<file path="src/rtl/seq_run_ctrl_if.sv">
// Handshake and result bundle between an issuing controller and seq_run_ctrl.
// The master issues start/abort and the configuration, the slave returns status.
interface seq_run_ctrl_if #(
    parameter int RUN_W = 4,
    parameter int WIN_W = 8,
    parameter int HIT_W = 8
);
    logic             start;
    logic             abort;
    logic [RUN_W-1:0] run_len;
    logic [WIN_W-1:0] window;
    logic             in;
    logic             busy;
    logic             done;
    logic             hit;
    logic [HIT_W-1:0] hit_count;
    logic             overflow;

    modport master (
        output start, abort, run_len, window, in,
        input  busy, done, hit, hit_count, overflow
    );

    modport slave (
        input  start, abort, run_len, window, in,
        output busy, done, hit, hit_count, overflow
    );
endinterface

</file>
<file path="src/rtl/seq_run_ctrl.sv">
// Arms on a quiet serial line, counts distinct runs of run_len ones inside a
// sample window, and reports a saturating hit count when the window closes.
//
// state | meaning
// IDLE  | waiting for start; hit_count/overflow hold the last result
// ARM   | sampling, waiting for one 0 before runs are counted
// RUN   | sampling, tracking the current run of ones
// DONE  | one-cycle done pulse, final result presented
module seq_run_ctrl #(
    parameter int RUN_W = 4,
    parameter int WIN_W = 8,
    parameter int HIT_W = 8
) (
    input  logic          clk,
    input  logic          rst,
    seq_run_ctrl_if.slave bus
);

    typedef enum logic [1:0] {
        IDLE = 2'd0,
        ARM  = 2'd1,
        RUN  = 2'd2,
        DONE = 2'd3
    } state_t;

    state_t           state, state_next;
    logic [RUN_W-1:0] len, len_next;
    logic [RUN_W-1:0] run_cnt, run_cnt_next;
    logic [WIN_W-1:0] win_cnt, win_cnt_next;
    logic [HIT_W-1:0] hit_cnt, hit_cnt_next;
    logic             hit_q, hit_next;
    logic             ovf_q, ovf_next;
    logic             last_sample;

    assign last_sample = (win_cnt == WIN_W'(1));

    always_ff @(posedge clk) begin
        if (rst) begin
            state   <= IDLE;
            len     <= '0;
            run_cnt <= '0;
            win_cnt <= '0;
            hit_cnt <= '0;
            hit_q   <= 1'b0;
            ovf_q   <= 1'b0;
        end else begin
            state   <= state_next;
            len     <= len_next;
            run_cnt <= run_cnt_next;
            win_cnt <= win_cnt_next;
            hit_cnt <= hit_cnt_next;
            hit_q   <= hit_next;
            ovf_q   <= ovf_next;
        end
    end

    always_comb begin
        state_next   = state;
        len_next     = len;
        run_cnt_next = run_cnt;
        win_cnt_next = win_cnt;
        hit_cnt_next = hit_cnt;
        ovf_next     = ovf_q;
        hit_next     = 1'b0;

        case (state)
            IDLE: begin
                if (bus.start) begin
                    hit_cnt_next = '0;
                    ovf_next     = 1'b0;
                    if (bus.window != '0) begin
                        len_next     = (bus.run_len == '0) ? RUN_W'(1) : bus.run_len;
                        win_cnt_next = bus.window;
                        run_cnt_next = '0;
                        state_next   = ARM;
                    end else begin
                        state_next = DONE;
                    end
                end
            end

            ARM, RUN: begin
                // abort wins over window expiry and discards the current sample
                if (bus.abort) begin
                    state_next = IDLE;
                end else begin
                    win_cnt_next = win_cnt - WIN_W'(1);
                    if (state == ARM) begin
                        if (!bus.in) begin
                            state_next = RUN;
                        end
                    end else if (bus.in) begin
                        run_cnt_next = (run_cnt == len) ? len : run_cnt + RUN_W'(1);
                        hit_next     = (run_cnt_next == len);
                        if (run_cnt == len - RUN_W'(1)) begin
                            if (hit_cnt == '1) begin
                                ovf_next = 1'b1;
                            end else begin
                                hit_cnt_next = hit_cnt + HIT_W'(1);
                            end
                        end
                    end else begin
                        run_cnt_next = '0;
                    end
                    if (last_sample) begin
                        state_next = DONE;
                    end
                end
            end

            DONE: begin
                state_next = IDLE;
            end

            default: begin
                state_next = IDLE;
            end
        endcase
    end

    assign bus.busy      = (state == ARM) || (state == RUN);
    assign bus.done      = (state == DONE);
    assign bus.hit       = hit_q;
    assign bus.hit_count = hit_cnt;
    assign bus.overflow  = ovf_q;

endmodule

</file>
<file path="src/flat_wrapper.sv">
// flat-port wrapper written by rule: the top's interface ports become plain ports
module seq_run_ctrl_flat 
#(
    parameter int RUN_W = 4,
    parameter int WIN_W = 8,
    parameter int HIT_W = 8
)
  (clk, rst, bus_start, bus_abort, bus_run_len, bus_window, bus_in, bus_busy, bus_done, bus_hit, bus_hit_count, bus_overflow);
  seq_run_ctrl_if #(.RUN_W(RUN_W), .WIN_W(WIN_W), .HIT_W(HIT_W)) bus_i ();
  input  logic clk;
  input  logic rst;
  input wire logic [$bits(bus_i.start)-1:0] bus_start;
  input wire logic [$bits(bus_i.abort)-1:0] bus_abort;
  input wire logic [$bits(bus_i.run_len)-1:0] bus_run_len;
  input wire logic [$bits(bus_i.window)-1:0] bus_window;
  input wire logic [$bits(bus_i.in)-1:0] bus_in;
  output wire logic [$bits(bus_i.busy)-1:0] bus_busy;
  output wire logic [$bits(bus_i.done)-1:0] bus_done;
  output wire logic [$bits(bus_i.hit)-1:0] bus_hit;
  output wire logic [$bits(bus_i.hit_count)-1:0] bus_hit_count;
  output wire logic [$bits(bus_i.overflow)-1:0] bus_overflow;
  assign bus_i.start = bus_start;
  assign bus_i.abort = bus_abort;
  assign bus_i.run_len = bus_run_len;
  assign bus_i.window = bus_window;
  assign bus_i.in = bus_in;
  assign bus_busy = bus_i.busy;
  assign bus_done = bus_i.done;
  assign bus_hit = bus_i.hit;
  assign bus_hit_count = bus_i.hit_count;
  assign bus_overflow = bus_i.overflow;
  seq_run_ctrl #(.RUN_W(RUN_W), .WIN_W(WIN_W), .HIT_W(HIT_W)) u_core (.clk(clk), .rst(rst), .bus(bus_i));
endmodule
</file>
<file path="config.mk">
export PLATFORM = sky130hd
export DESIGN_NAME = seq_run_ctrl_flat
export DESIGN_NICKNAME = d
export VERILOG_FILES = /design/src/rtl/seq_run_ctrl_if.sv /design/src/rtl/seq_run_ctrl.sv /design/src/flat_wrapper.sv
export SDC_FILE = /design/constraint.sdc
export NUM_CORES = 1
export LEC_CHECK = 0
export BUFFER_PORTS_ARGS = -buffer_cell sky130_fd_sc_hd__buf_2
export CORE_ASPECT_RATIO = 0.6
export CORE_MARGIN = 10
export CORE_UTILIZATION = 45
export DETAILED_ROUTE_END_ITERATION = 12
export GPL_ROUTABILITY_DRIVEN = 0
export PLACE_DENSITY = 0.69
export SLEW_MARGIN = 30
export SYNTH_ARGS = -nofsm -noshare
export SYNTH_HDL_FRONTEND = slang
export SYNTH_SLANG_ARGS = --single-unit
</file>
<file path="constraint.sdc">
create_clock -name clk -period 8.6 [get_ports clk]
set_clock_uncertainty 0.15 [all_clocks]
set_input_delay 1.72 -clock clk [delete_from_list [all_inputs] [get_ports clk]]
set_output_delay 1.72 -clock clk [all_outputs]
set_load 0.02 [all_outputs]
</file>
==> results of run 1 <==
[layout make-up]
class / instances / share of cell area
Clock buffer: 3 / 0.02155
Inverter: 15 / 0.02939
Multi-Input combinational cell: 156 / 0.5526
Sequential cell: 28 / 0.2926
Tap cell: 47 / 0.03070
Timing Repair Buffer: 28 / 0.07315
[state kept, by name, indices dropped and copies added (netlist names)]
signal,count
u_core.win_cnt,8
u_core.bus.overflow,1
u_core.state,2
u_core.bus.hit_count,8
u_core.bus.hit,1
u_core.len,4
u_core.run_cnt,4
[power groups by stage]
| stage | registers, mW | clock network, mW | logic [mW] |
|---|---|---|---|
| finish | 0.187 | 0.0704 | 0.322 |
| global route | 0.190 | 0.0793 | 0.360 |
| CTS | 0.186 | 0.0752 | 0.320 |
| detailed placement | 0.189 | 0 | 0.318 |
| global placement | 0.189 | 0 | 0.317 |
| floorplan | 0.181 | 0 | 0.256 |
[how the worst min path moves through the flow]
| stage | from | endpoint | slack, ns |
|---|---|---|---|
| 2_1_floorplan | u_core.win_cnt[7] | u_core.win_cnt[7] | 0.30 |
| 3_3_place_gp | u_core.bus.overflow | u_core.bus.overflow | 0.32 |
| 3_5_place_dp | u_core.win_cnt[7] | u_core.win_cnt[7] | 0.32 |
| 4_1_cts | u_core.win_cnt[7] | u_core.win_cnt[7] | 0.34 |
| 5_1_grt | u_core.win_cnt[7] | u_core.win_cnt[7] | 0.36 |
| 6_report | u_core.win_cnt[7] | u_core.win_cnt[7] | 0.34 |
[routing by layer]
layer / part of all wire / up-vias
li1: - / 805
met1: 0.55 / 710
met2: 0.37 / 40
met3: 0.062 / 4
met4: 0.0093 / 0
met5: 0 / -
[layout by cell type, fill, tap and decap left out, types with 2 or more instances in the layout]
cell type | netlist | layout
mux2i_1 | 8 | 8
o21ai_0 | 8 | 8
o211a_1 | 2 | 2
o2bb2ai_1 | 3 | 3
nand2b_1 | 2 | 2
nor3b_1 | 2 | 2
or4_1 | 3 | 3
inv_1 | 15 | 15
xor2_1 | 7 | 7
nand2_1 | 13 | 13
dfxtp_1 | 28 | 28
nor4_1 | 7 | 7
ha_1 | 9 | 9
a32oi_1 | 2 | 2
or3_1 | 4 | 4
clkbuf_8 | 0 | 3
a31oi_1 | 8 | 8
nor2_1 | 17 | 17
a211oi_1 | 3 | 3
o31ai_1 | 2 | 2
a21oi_1 | 15 | 15
buf_2 | 0 | 28
nor2b_1 | 2 | 2
nand4_1 | 2 | 2
nand3_1 | 13 | 13
nor3_1 | 6 | 6
xnor2_1 | 4 | 4
[cells by family (layout without fill, tap and decap cells)]
| logic type | Yosys count | count (layout) | share of synthesized area |
|---|---|---|---|
| muxes | 8 | 8 | 0.04655 |
| buffers and inverters | 23 | 46 | 0.05890 |
| AOI/OAI and AO/OA | 52 | 52 | 0.2087 |
| and+or+nand+nor | 75 | 75 | 0.2247 |
| adders and majority gates | 9 | 9 | 0.06546 |
| DFF | 28 | 28 | 0.3258 |
| xor gates and xnor gates | 12 | 12 | 0.06982 |
[worst register-to-register path, delay by kind of cell, from the launching register on]
family	cells	cell delay, ns
AND/OR/NAND/NOR	3	1.39
adder cells (fa/ha/maj)	1	0.71
AO/OA/AOI/OAI	2	0.50
flip-flops	1	0.39
buffers and inverters	1	0.08
==> impl_results.md, run 1 <==
* Drt drc at 0
* Top cells by area, synth: dfxtp_1 33%, ha_1 6.5%, mux2i_1 4.7%
* Synth top area share at 0.3258
* Final max-slew violation count at 0
* Root Driver: clkbuf_8
* Critical-path cell list: inv_1 > ha_1 > buf_2
* H-tree level count at 1
* RSZ-0062 raised after global routing: false
* Most common cell in the netlist: dfxtp_1
* Vias per inst at 5.628
* Minimum clock period at 3.616 ns
* Reg-to-reg endpoint: u_core.bus.hit_count[7]
* Gate Count Post-Synth at 207
* Max FO, Critical Path at 19
* Required time of the critical path at 6.73 ns
* Final setup viols at 0
* Arrival time worst endpoint at 1.75 ns
* F_max at 276.5 MHz
* Wire per inst at 14.68 µm
* CP startpoint: u_core.state[0]
* I/O Pins at 29
* Worst setup EP type: output port
* Num rows at 17
* Period utilisation layout at 0.4205
* Total track usage at 0.1224
* Setup TNS Final at 0 ns
* Net Sw Frac at 0.4705
* Synth Net Count at 233
* FFs w/ async S/R, synth at 0
* End of the critical path: bus_busy
* Status: complete, no violations
* Initial antenna violation count at 0
* Buf/Inv on CP at 2
* Met1 Use GR at 0.1856
* Fill count at 368
* Area of the multi-input gates at 0.001059 mm²
* Final core area utilization at 0.5206
* Pwr dens at 302.4 mW/mm²
* Post-DP HPWL at 3.162 mm
* Fin nets at 258
* Syn avg cell area at 8.311 µm²
* GRT Residual Overflow at 0
* Initial Utilization at 0.4675
* Reg clk slew, reported paths at 0.09 ns
* Most common flop cell mapped by yosys: dfxtp_1
* Worst hold-check path type: flop to flop
* Synth-to-Final Area Change at 11.35%
* Largest net degree at the start of global routing at 20
* Slew margin rel. at 0.3613
* Flops & latches, synth at 28
* Post-synthesis cell type with the largest combined area: dfxtp_1
* Top Family by Delay on Critical Path: adder cells
* Worst Reg-to-Reg Cells at 7
* I/O Buffers at 28
* Layout cells sized above 1 at 0.1522
* Min-Delay Path Depth at 2
* Worst-Margin Slew at 0.9494 ns
* Clock buffer depth at 2
* Commonest cells in the synthesized netlist: 28 x dfxtp_1, 17 x nor2_1, 15 x a21oi_1, 15 x inv_1
* Switching power at 0.2725 mW
* Post-Syn Area at 0.001720 mm²
* Clock power share at 0.122
* Worst reg2reg setup slack at 5.30 ns
* Clk_lat worst skew at 0.27 ns
* Post-synthesis cell type count at 42
* Routed Antenna Nets at 0
* Hold Fails Final Rpt at 0
* Max incr delay on CP at 0.71 ns
* Via count at 1,559
* Max-Cap Viols at 0
* CTS Hold Buffers Added at 0
* Worst path setup slack after routing at 4.984 ns
* Post-CTS resize count at 0
* Worst setup SP type: flop
* Fin cells at 277
* Core area at 0.003680 mm²
* M2 GR Usage at 0.1608
* CTS tree: done
* Slowest stage cell on the critical path: ha_1
* Post-layout power at 0.5793 mW
* Area after DPL at 0.001874 mm²
* Dpl cells at 274
* Crit path kind: flop to output port
* Iter 0 DRT Violations at 132
* Pint at 0.3068 mW
* Final hold slack at 0.3362 ns
* Register area share after synthesis at 0.3258
* R2r startpoint: u_core.state[0]
* Yosys warning count at 0
* Die area at 0.006778 mm²
* Logic gate share of total power at 0.556
* Critical path depth at 3
* WL final at 4.065 mm
* # Post-CTS Setup Buffers at 0
* Num CTS Buffers at 3
* First-pass GRT wire length at 6.858 mm
* Number of enable flip-flop cells after synthesis at 0
* Die Wd at 99.83 µm
* Peak supply drop at 197.9 µV
* Clock sinks at 28
* First-pass DRT Iterations at 4
* Number of global-route vias before repair at 1,390
* Grt peak-use layer: met1
* Seq pwr share at 0.322
* GR met3 Demand/Resource at 0.03417
* Pre-CTS setup slack at 4.718 ns
* Sequential cell area at 560.5 µm²
* Antenna diode count at 0
* P_leak at 0.7762 nW
* Post-Layout Inst Area at 0.001916 mm²
* Die Height at 67.90 µm
Note: power is estimated with default switching activity, not from simulation.
==> run 2, diff against run 1 <==
==> constraint.sdc (replaced) <==
create_clock -name clk -period 3.8 [get_ports clk]
set_clock_uncertainty 0.15 [all_clocks]
set_input_delay 0.76 -clock clk [delete_from_list [all_inputs] [get_ports clk]]
set_output_delay 0.76 -clock clk [all_outputs]
set_load 0.02 [all_outputs]
==> run 2 against run 1 <==
Die area unchanged. Critical path depth increased by 4. Via count increased by 2.9%. Cell area increased by 0.72%. Cell count increased by 0.36%. Sequential share of layout area decreased by 0.21 points. Total power increased by 130%. Critical endpoint is now u_core.bus.hit_count[7]. Highest routed layer is now met3.
==> impl_results.md, run 2 (same netlist as run 1, synthesis figures left out) <==
* Status: complete, no violations (unchanged)
* Fin nets at 259 (was 258)
* Root Driver: clkbuf_8 (unchanged)
* P_leak at 0.7825 nW (was 0.7762 nW)
* CTS tree: done (unchanged)
* Setup TNS Final at 0 ns (unchanged)
* Post-layout power at 1.332 mW (was 0.5793 mW)
* Core area at 0.003680 mm² (unchanged)
* H-tree level count at 1 (unchanged)
* Slew margin rel. at 0.4603 (was 0.3613)
* Pint at 0.7037 mW (was 0.3068 mW)
* Minimum clock period at 2.802 ns
* Synth-to-Final Area Change at 12.15% (was 11.35%)
* Worst Min Path Start: u_core.bus.overflow (was u_core.win_cnt[7])
* Buf/Inv on CP at 1 (was 2)
* Die Height at 67.90 µm (unchanged)
* Pre-CTS setup slack at 0.8965 ns (was 4.718 ns)
* Area after DPL at 0.001882 mm² (was 0.001874 mm²)
* Clk_lat worst skew at 0.27 ns (about the same)
* Largest net degree at the start of global routing at 18 (was 20)
* Logic gate share of total power at 0.564 (was 0.556)
* Die Wd at 99.83 µm (unchanged)
* Peak supply drop at 348.0 µV (was 197.9 µV)
* Die area at 0.006778 mm² (unchanged)
* # Post-CTS Setup Buffers at 0 (unchanged)
* GRT Residual Overflow at 0 (unchanged)
* R2r startpoint: u_core.state[0] (unchanged)
* Wire per inst at 15.14 µm (was 14.68 µm)
* Seq pwr share at 0.317 (was 0.322)
* Num CTS Buffers at 3 (unchanged)
* Max incr delay on CP at 0.59 ns (was 0.71 ns)
* Drt drc at 0 (unchanged)
* First-pass DRT Iterations at 4 (unchanged)
* Reg clk slew, reported paths at 0.09 ns (about the same)
* Layout cells sized above 1 at 0.1602 (was 0.1522)
* Net Sw Frac at 0.4717 (was 0.4705)
* Arrival time worst endpoint at 2.86 ns (was 1.75 ns)
* Critical-path cell list: inv_1 > ha_1 > nand2b_1 > a2111oi_4 > or4b_4 > or4_1 > a21oi_1 (was inv_1 > ha_1 > buf_2)
* Worst hold-check path type: flop to flop (unchanged)
* WL final at 4.210 mm (was 4.065 mm)
* Final max-slew violation count at 0 (unchanged)
* Final setup viols at 0 (unchanged)
* I/O Pins at 29 (unchanged)
* Fill count at 361 (was 368)
* Crit path kind: flop to flop (was flop to output port)
* Clock buffer depth at 2 (unchanged)
* Initial antenna violation count at 0 (unchanged)
* F_max at 356.9 MHz
* Vias per inst at 5.770 (was 5.628)
* Routed Antenna Nets at 0 (unchanged)
* Commonest non-fill, non-tap cells in the layout: 28 x buf_2, 28 x dfxtp_1, 17 x nor2_1 (unchanged)
* CP startpoint: u_core.state[0] (unchanged)
* Worst-Margin Slew at 0.8021 ns (was 0.9494 ns)
* Clock sinks at 28 (unchanged)
* Total track usage at 0.1213 (was 0.1224)
* Top Family by Delay on Critical Path: simple AND/OR/NAND/NOR gates (was adder cells)
* I/O Buffers at 28 (unchanged)
* Num rows at 17 (unchanged)
* Antenna diode count at 0 (unchanged)
* Number of global-route vias before repair at 1,366 (was 1,390)
* Slowest stage cell on the critical path: or4b_4 (was ha_1)
* Worst path setup slack after routing at 0.9982 ns (was 4.984 ns)
* Switching power at 0.6283 mW (was 0.2725 mW)
* Max-Cap Viols at 0 (unchanged)
* Worst setup EP type: flop (was output port)
* Required time of the critical path at 3.85 ns (was 6.73 ns)
* Max FO, Critical Path at 14 (was 19)
* Worst setup SP type: flop (unchanged)
* Post-DP HPWL at 3.217 mm (was 3.162 mm)
* CTS Hold Buffers Added at 0 (unchanged)
* Post-CTS resize count at 0 (unchanged)
* Post-Layout Inst Area at 0.001929 mm² (was 0.001916 mm²)
* Pwr dens at 690.4 mW/mm² (was 302.4 mW/mm²)
* Iter 0 DRT Violations at 128 (was 132)
* Via count at 1,604 (was 1,559)
* RSZ-0062 raised after global routing: false (unchanged)
* Period utilisation layout at 0.7373
* Clock power share at 0.119 (was 0.122)
* First-pass GRT wire length at 6.755 mm (was 6.858 mm)
* Hold Fails Final Rpt at 0 (unchanged)
* Initial Utilization at 0.4675 (unchanged)
run 2: worst min-delay path: cells and delay by family (launching register included):
| kind | cells | cell delay, ns |
|---|---|---|
| compound gates | 1 | 0.05 |
| simple gates | 1 | 0.07 |
| flops | 1 | 0.35 |
run 2: layout make-up:
class,count,area [µm²],share of cell area
multi-input combinational,156,1065,0.5519
sequential,28,560.5,0.2905
timing repair buffer,29,147.6,0.07652
tap,47,58.81,0.03048
inverter,15,56.30,0.02918
clock buffer,3,41.29,0.02140
run 2: path summary, 6_finish.rpt:
check	depth (start not counted)	to	slack (ns)
max	7	u_core.bus.hit_count[7]	1.0
min	2	u_core.bus.overflow	0.35
max reg2reg	7	u_core.bus.hit_count[7]	1.0
min reg2reg	2	u_core.bus.overflow	0.35
run 2: power groups by stage:
stage | clock (mW) | sequential [mW] | combinational, mW
after floorplan | 0 | 0.409 | 0.579
after global routing | 0.178 | 0.432 | 0.837
after global placement | 0 | 0.426 | 0.727
after detailed placement | 0 | 0.426 | 0.730
after CTS | 0.167 | 0.420 | 0.735
final | 0.158 | 0.422 | 0.752
run 2: metal layers:
| metal | share of wire | GRT usage |
|---|---|---|
| met1 | 0.50 | 0.1717 |
| met3 | 0.083 | 0.03719 |
| met2 | 0.42 | 0.1760 |
| met4 | 0 | 0.02669 |
| met5 | 0 | 0 |
run 2: metrics by stage:
step / hold WS (ns) / utilization / instances
after floorplan: 0.3040 / - / 207
after global placement: 0.3242 / 0.5114 / 275
after detailed placement: 0.3314 / 0.5114 / 275
after CTS: 0.3544 / 0.5226 / 278
after global routing: 0.3796 / 0.5243 / 278
final: 0.3526 / 0.5243 / 278
==> run 3, diff against run 2 <==
--- a/config.mk
+++ b/config.mk
@@ -5,13 +5,14 @@
 export SDC_FILE = /design/constraint.sdc
 export NUM_CORES = 1
 export LEC_CHECK = 0
+export ABC_AREA = 1
 export BUFFER_PORTS_ARGS = -buffer_cell sky130_fd_sc_hd__buf_2
 export CORE_ASPECT_RATIO = 0.6
 export CORE_MARGIN = 10
 export CORE_UTILIZATION = 45
 export DETAILED_ROUTE_END_ITERATION = 12
 export GPL_ROUTABILITY_DRIVEN = 0
-export PLACE_DENSITY = 0.69
+export PLACE_DENSITY = 0.68
 export SLEW_MARGIN = 30
 export SYNTH_ARGS = -nofsm -noshare
 export SYNTH_HDL_FRONTEND = slang
==> constraint.sdc (replaced) <==
create_clock -name clk -period 2.65 [get_ports clk]
set_clock_uncertainty 0.15 [all_clocks]
set_input_delay 0.53 -clock clk [delete_from_list [all_inputs] [get_ports clk]]
set_output_delay 0.53 -clock clk [all_outputs]
set_load 0.02 [all_outputs]
==> run 3 against run 2 <==
Global-route usage is 1.1 points higher. Largest power group unchanged. First-iteration DRC count is 13% lower. Clock power is 120% higher.
==> impl_results.md, run 3 <==
* Status: complete, no violations (unchanged)
* Total track usage at 0.1325 (was 0.1213)
* Dpl cells at 398 (was 275)
* Num CTS Buffers at 3 (unchanged)
* Number of enable flip-flop cells after synthesis at 0 (unchanged)
* RSZ-0062 raised after global routing: false (unchanged)
* Fin cells at 402 (was 278)
* I/O Buffers at 28 (unchanged)
* First-pass DRT Iterations at 4 (unchanged)
* Clk_lat worst skew at 0.28 ns (was 0.27 ns)
* Area of the multi-input gates at 0.001234 mm² (was 0.001065 mm²)
* Number of global-route vias before repair at 1,876 (was 1,366)
* Slowest stage cell on the critical path: ha_1 (was or4b_4)
* Post-synthesis cell type count at 37 (was 42)
* I/O Pins at 29 (unchanged)
* Worst hold-check path type: input port to flop (was flop to flop)
* Max incr delay on CP at 0.50 ns (was 0.59 ns)
* Commonest non-fill, non-tap cells in the layout: 74 x nand2_1, 43 x nor2_1, 34 x inv_1 (was 28 x buf_2, 28 x dfxtp_1, 17 x nor2_1)
* Post-synthesis cell type with the largest combined area: dfxtp_1 (unchanged)
* Peak supply drop at 360.4 µV (was 348.0 µV)
* Fill count at 464 (was 361)
* Slew margin rel. at 0.7453 (was 0.4603)
* # Post-CTS Setup Buffers at 0 (unchanged)
* Synth top area share at 0.2805 (was 0.3258)
* Required time of the critical path at 1.97 ns (was 3.85 ns)
* Iter 0 DRT Violations at 111 (was 128)
* CTS Hold Buffers Added at 0 (unchanged)
* Hold Fails Final Rpt at 0 (unchanged)
* CTS tree: done (unchanged)
* Flops & latches, synth at 28 (unchanged)
* Final hold slack at 0.3104 ns (was 0.3526 ns)
* Arrival time worst endpoint at 1.67 ns (was 2.86 ns)
* Syn avg cell area at 6.343 µm² (was 8.311 µm²)
* FFs w/ async S/R, synth at 0 (unchanged)
* GRT Residual Overflow at 0 (unchanged)
* Setup TNS Final at 0 ns (unchanged)
* Worst setup EP type: output port (was flop)
* Most common cell in the netlist: nand2_1 (was dfxtp_1)
* Post-Syn Area at 0.001998 mm² (was 0.001720 mm²)
* Top cells by area, synth: dfxtp_1 28%, nand2_1 14%, nor2_1 8.1% (was dfxtp_1 33%, ha_1 6.5%, mux2i_1 4.7%)
* Die Height at 71.62 µm (was 67.90 µm)
* Reg clk slew, reported paths at 0.10 ns (was 0.09 ns)
* Fin nets at 369 (was 259)
* Initial Utilization at 0.4770 (was 0.4675)
* Synth Net Count at 341 (was 233)
* Die area at 0.007593 mm² (was 0.006778 mm²)
* Commonest cells in the synthesized netlist: 74 x nand2_1, 43 x nor2_1, 34 x inv_1 (was 28 x dfxtp_1, 17 x nor2_1, 15 x a21oi_1, 15 x inv_1)
* Sequential cell area at 560.5 µm² (unchanged)
* F_max at 424.9 MHz
* Post-DP HPWL at 3.913 mm (was 3.217 mm)
* Period utilisation layout at 0.8882
* WL final at 4.928 mm (was 4.210 mm)
* Final setup viols at 0 (unchanged)
* Routed Antenna Nets at 0 (unchanged)
* Max-Cap Viols at 0 (unchanged)
* Gate Count Post-Synth at 315 (was 207)
* Final max-slew violation count at 0 (unchanged)
* Post-layout power at 1.574 mW (was 1.332 mW)
* H-tree level count at 1 (unchanged)
* Via count at 1,971 (was 1,604)
* Post-Layout Inst Area at 0.002261 mm² (was 0.001929 mm²)
* Die Wd at 106.0 µm (was 99.83 µm)
* Post-CTS resize count at 0 (unchanged)
* Core area at 0.004189 mm² (was 0.003680 mm²)
* Register area share after synthesis at 0.2805 (was 0.3258)
* Critical-path cell list: inv_1 > ha_1 > buf_4 > buf_2 (was inv_1 > ha_1 > nand2b_1 > a2111oi_4 > or4b_4 > or4_1 > a21oi_1)
* P_leak at 1.039 nW (was 0.7825 nW)
* Largest net degree at the start of global routing at 18 (unchanged)
* Max FO, Critical Path at 10 (was 14)
* Crit path kind: flop to output port (was flop to flop)
* Synth-to-Final Area Change at 13.15% (was 12.15%)
* Antenna diode count at 0 (unchanged)
* Layout cells sized above 1 at 0.1784 (was 0.1602)
* Area after DPL at 0.002190 mm² (was 0.001882 mm²)
* Yosys warning count at 0 (unchanged)
* Wire per inst at 12.26 µm (was 15.14 µm)
* Drt drc at 0 (unchanged)
* Initial antenna violation count at 0 (unchanged)
* Pwr dens at 696.2 mW/mm² (was 690.4 mW/mm²)
* Minimum clock period at 2.354 ns
* Vias per inst at 4.903 (was 5.770)
* Worst setup SP type: flop (unchanged)
* Commonest non-fill, non-tap cell in the layout: nand2_1
* Clock buffer depth at 2 (unchanged)
* Num rows at 18 (was 17)
* Clock sinks at 28 (unchanged)
* Root Driver: clkbuf_8 (unchanged)
* Worst-Margin Slew at 0.3816 ns (was 0.8021 ns)
* First-pass GRT wire length at 8.638 mm (was 6.755 mm)
* Most common flop cell mapped by yosys: dfxtp_1 (unchanged)
run 3: cell families after synthesis:
group           share of synthesized area
simple gates                       0.3907
compound gates                     0.1484
buf+inv                            0.1021
flops                              0.2805
fa+ha+maj                         0.05636
xor+xnor                          0.02192
run 3: final timing paths:
check / startpoint / endpoint / slack [ns] / cells past startpoint
min reg2reg: u_core.bus.overflow / u_core.bus.overflow / 0.32 / 2
max: u_core.state[0] / bus_busy / 0.30 / 4
min: bus_run_len[0] / u_core.len[0] / 0.31 / 2
max reg2reg: u_core.state[0] / u_core.run_cnt[3] / 0.35 / 13
run 3: stage by stage:
step,worst slack [ns],util
finish,0.2964,0.5397
global route,0.08163,0.5397
CTS,0.2885,0.5397
detailed placement,0.3892,0.5227
global placement,0.4916,0.5227
floorplan,0.7222,-
run 3: report_power, final:
| group | internal (mW) | switching, mW | total [mW] |
|---|---|---|---|
| Sequential | 0.478 | 0.0540 | 0.532 |
| Clock | 0.203 | 0.141 | 0.343 |
| Combinational | 0.246 | 0.452 | 0.699 |
run 3: layout make-up:
type                            instances  share of cell area
Clock buffer                            3             0.01826
Clock inverter                          1             0.01328
Inverter                               42             0.06973
Multi-Input combinational cell        237              0.5457
Sequential cell                        28              0.2479
Tap cell                               60             0.03320
Timing Repair Buffer                   31             0.07194
run 3: metal layers:
metal  vias up  wire length (µm)  GRT usage
met1       855              2641     0.1847
met2        41              2022     0.2008
li1       1073                 -          -
met4         0                20    0.02691
met3         2               243    0.03393
met5         -                 0          0
run 3: critical path, delay by kind of cell (launching register included):
kind	cells	cell delay [ns]
adders and majority gates	1	0.50
buffers and inverters	3	0.48
DFF	1	0.41
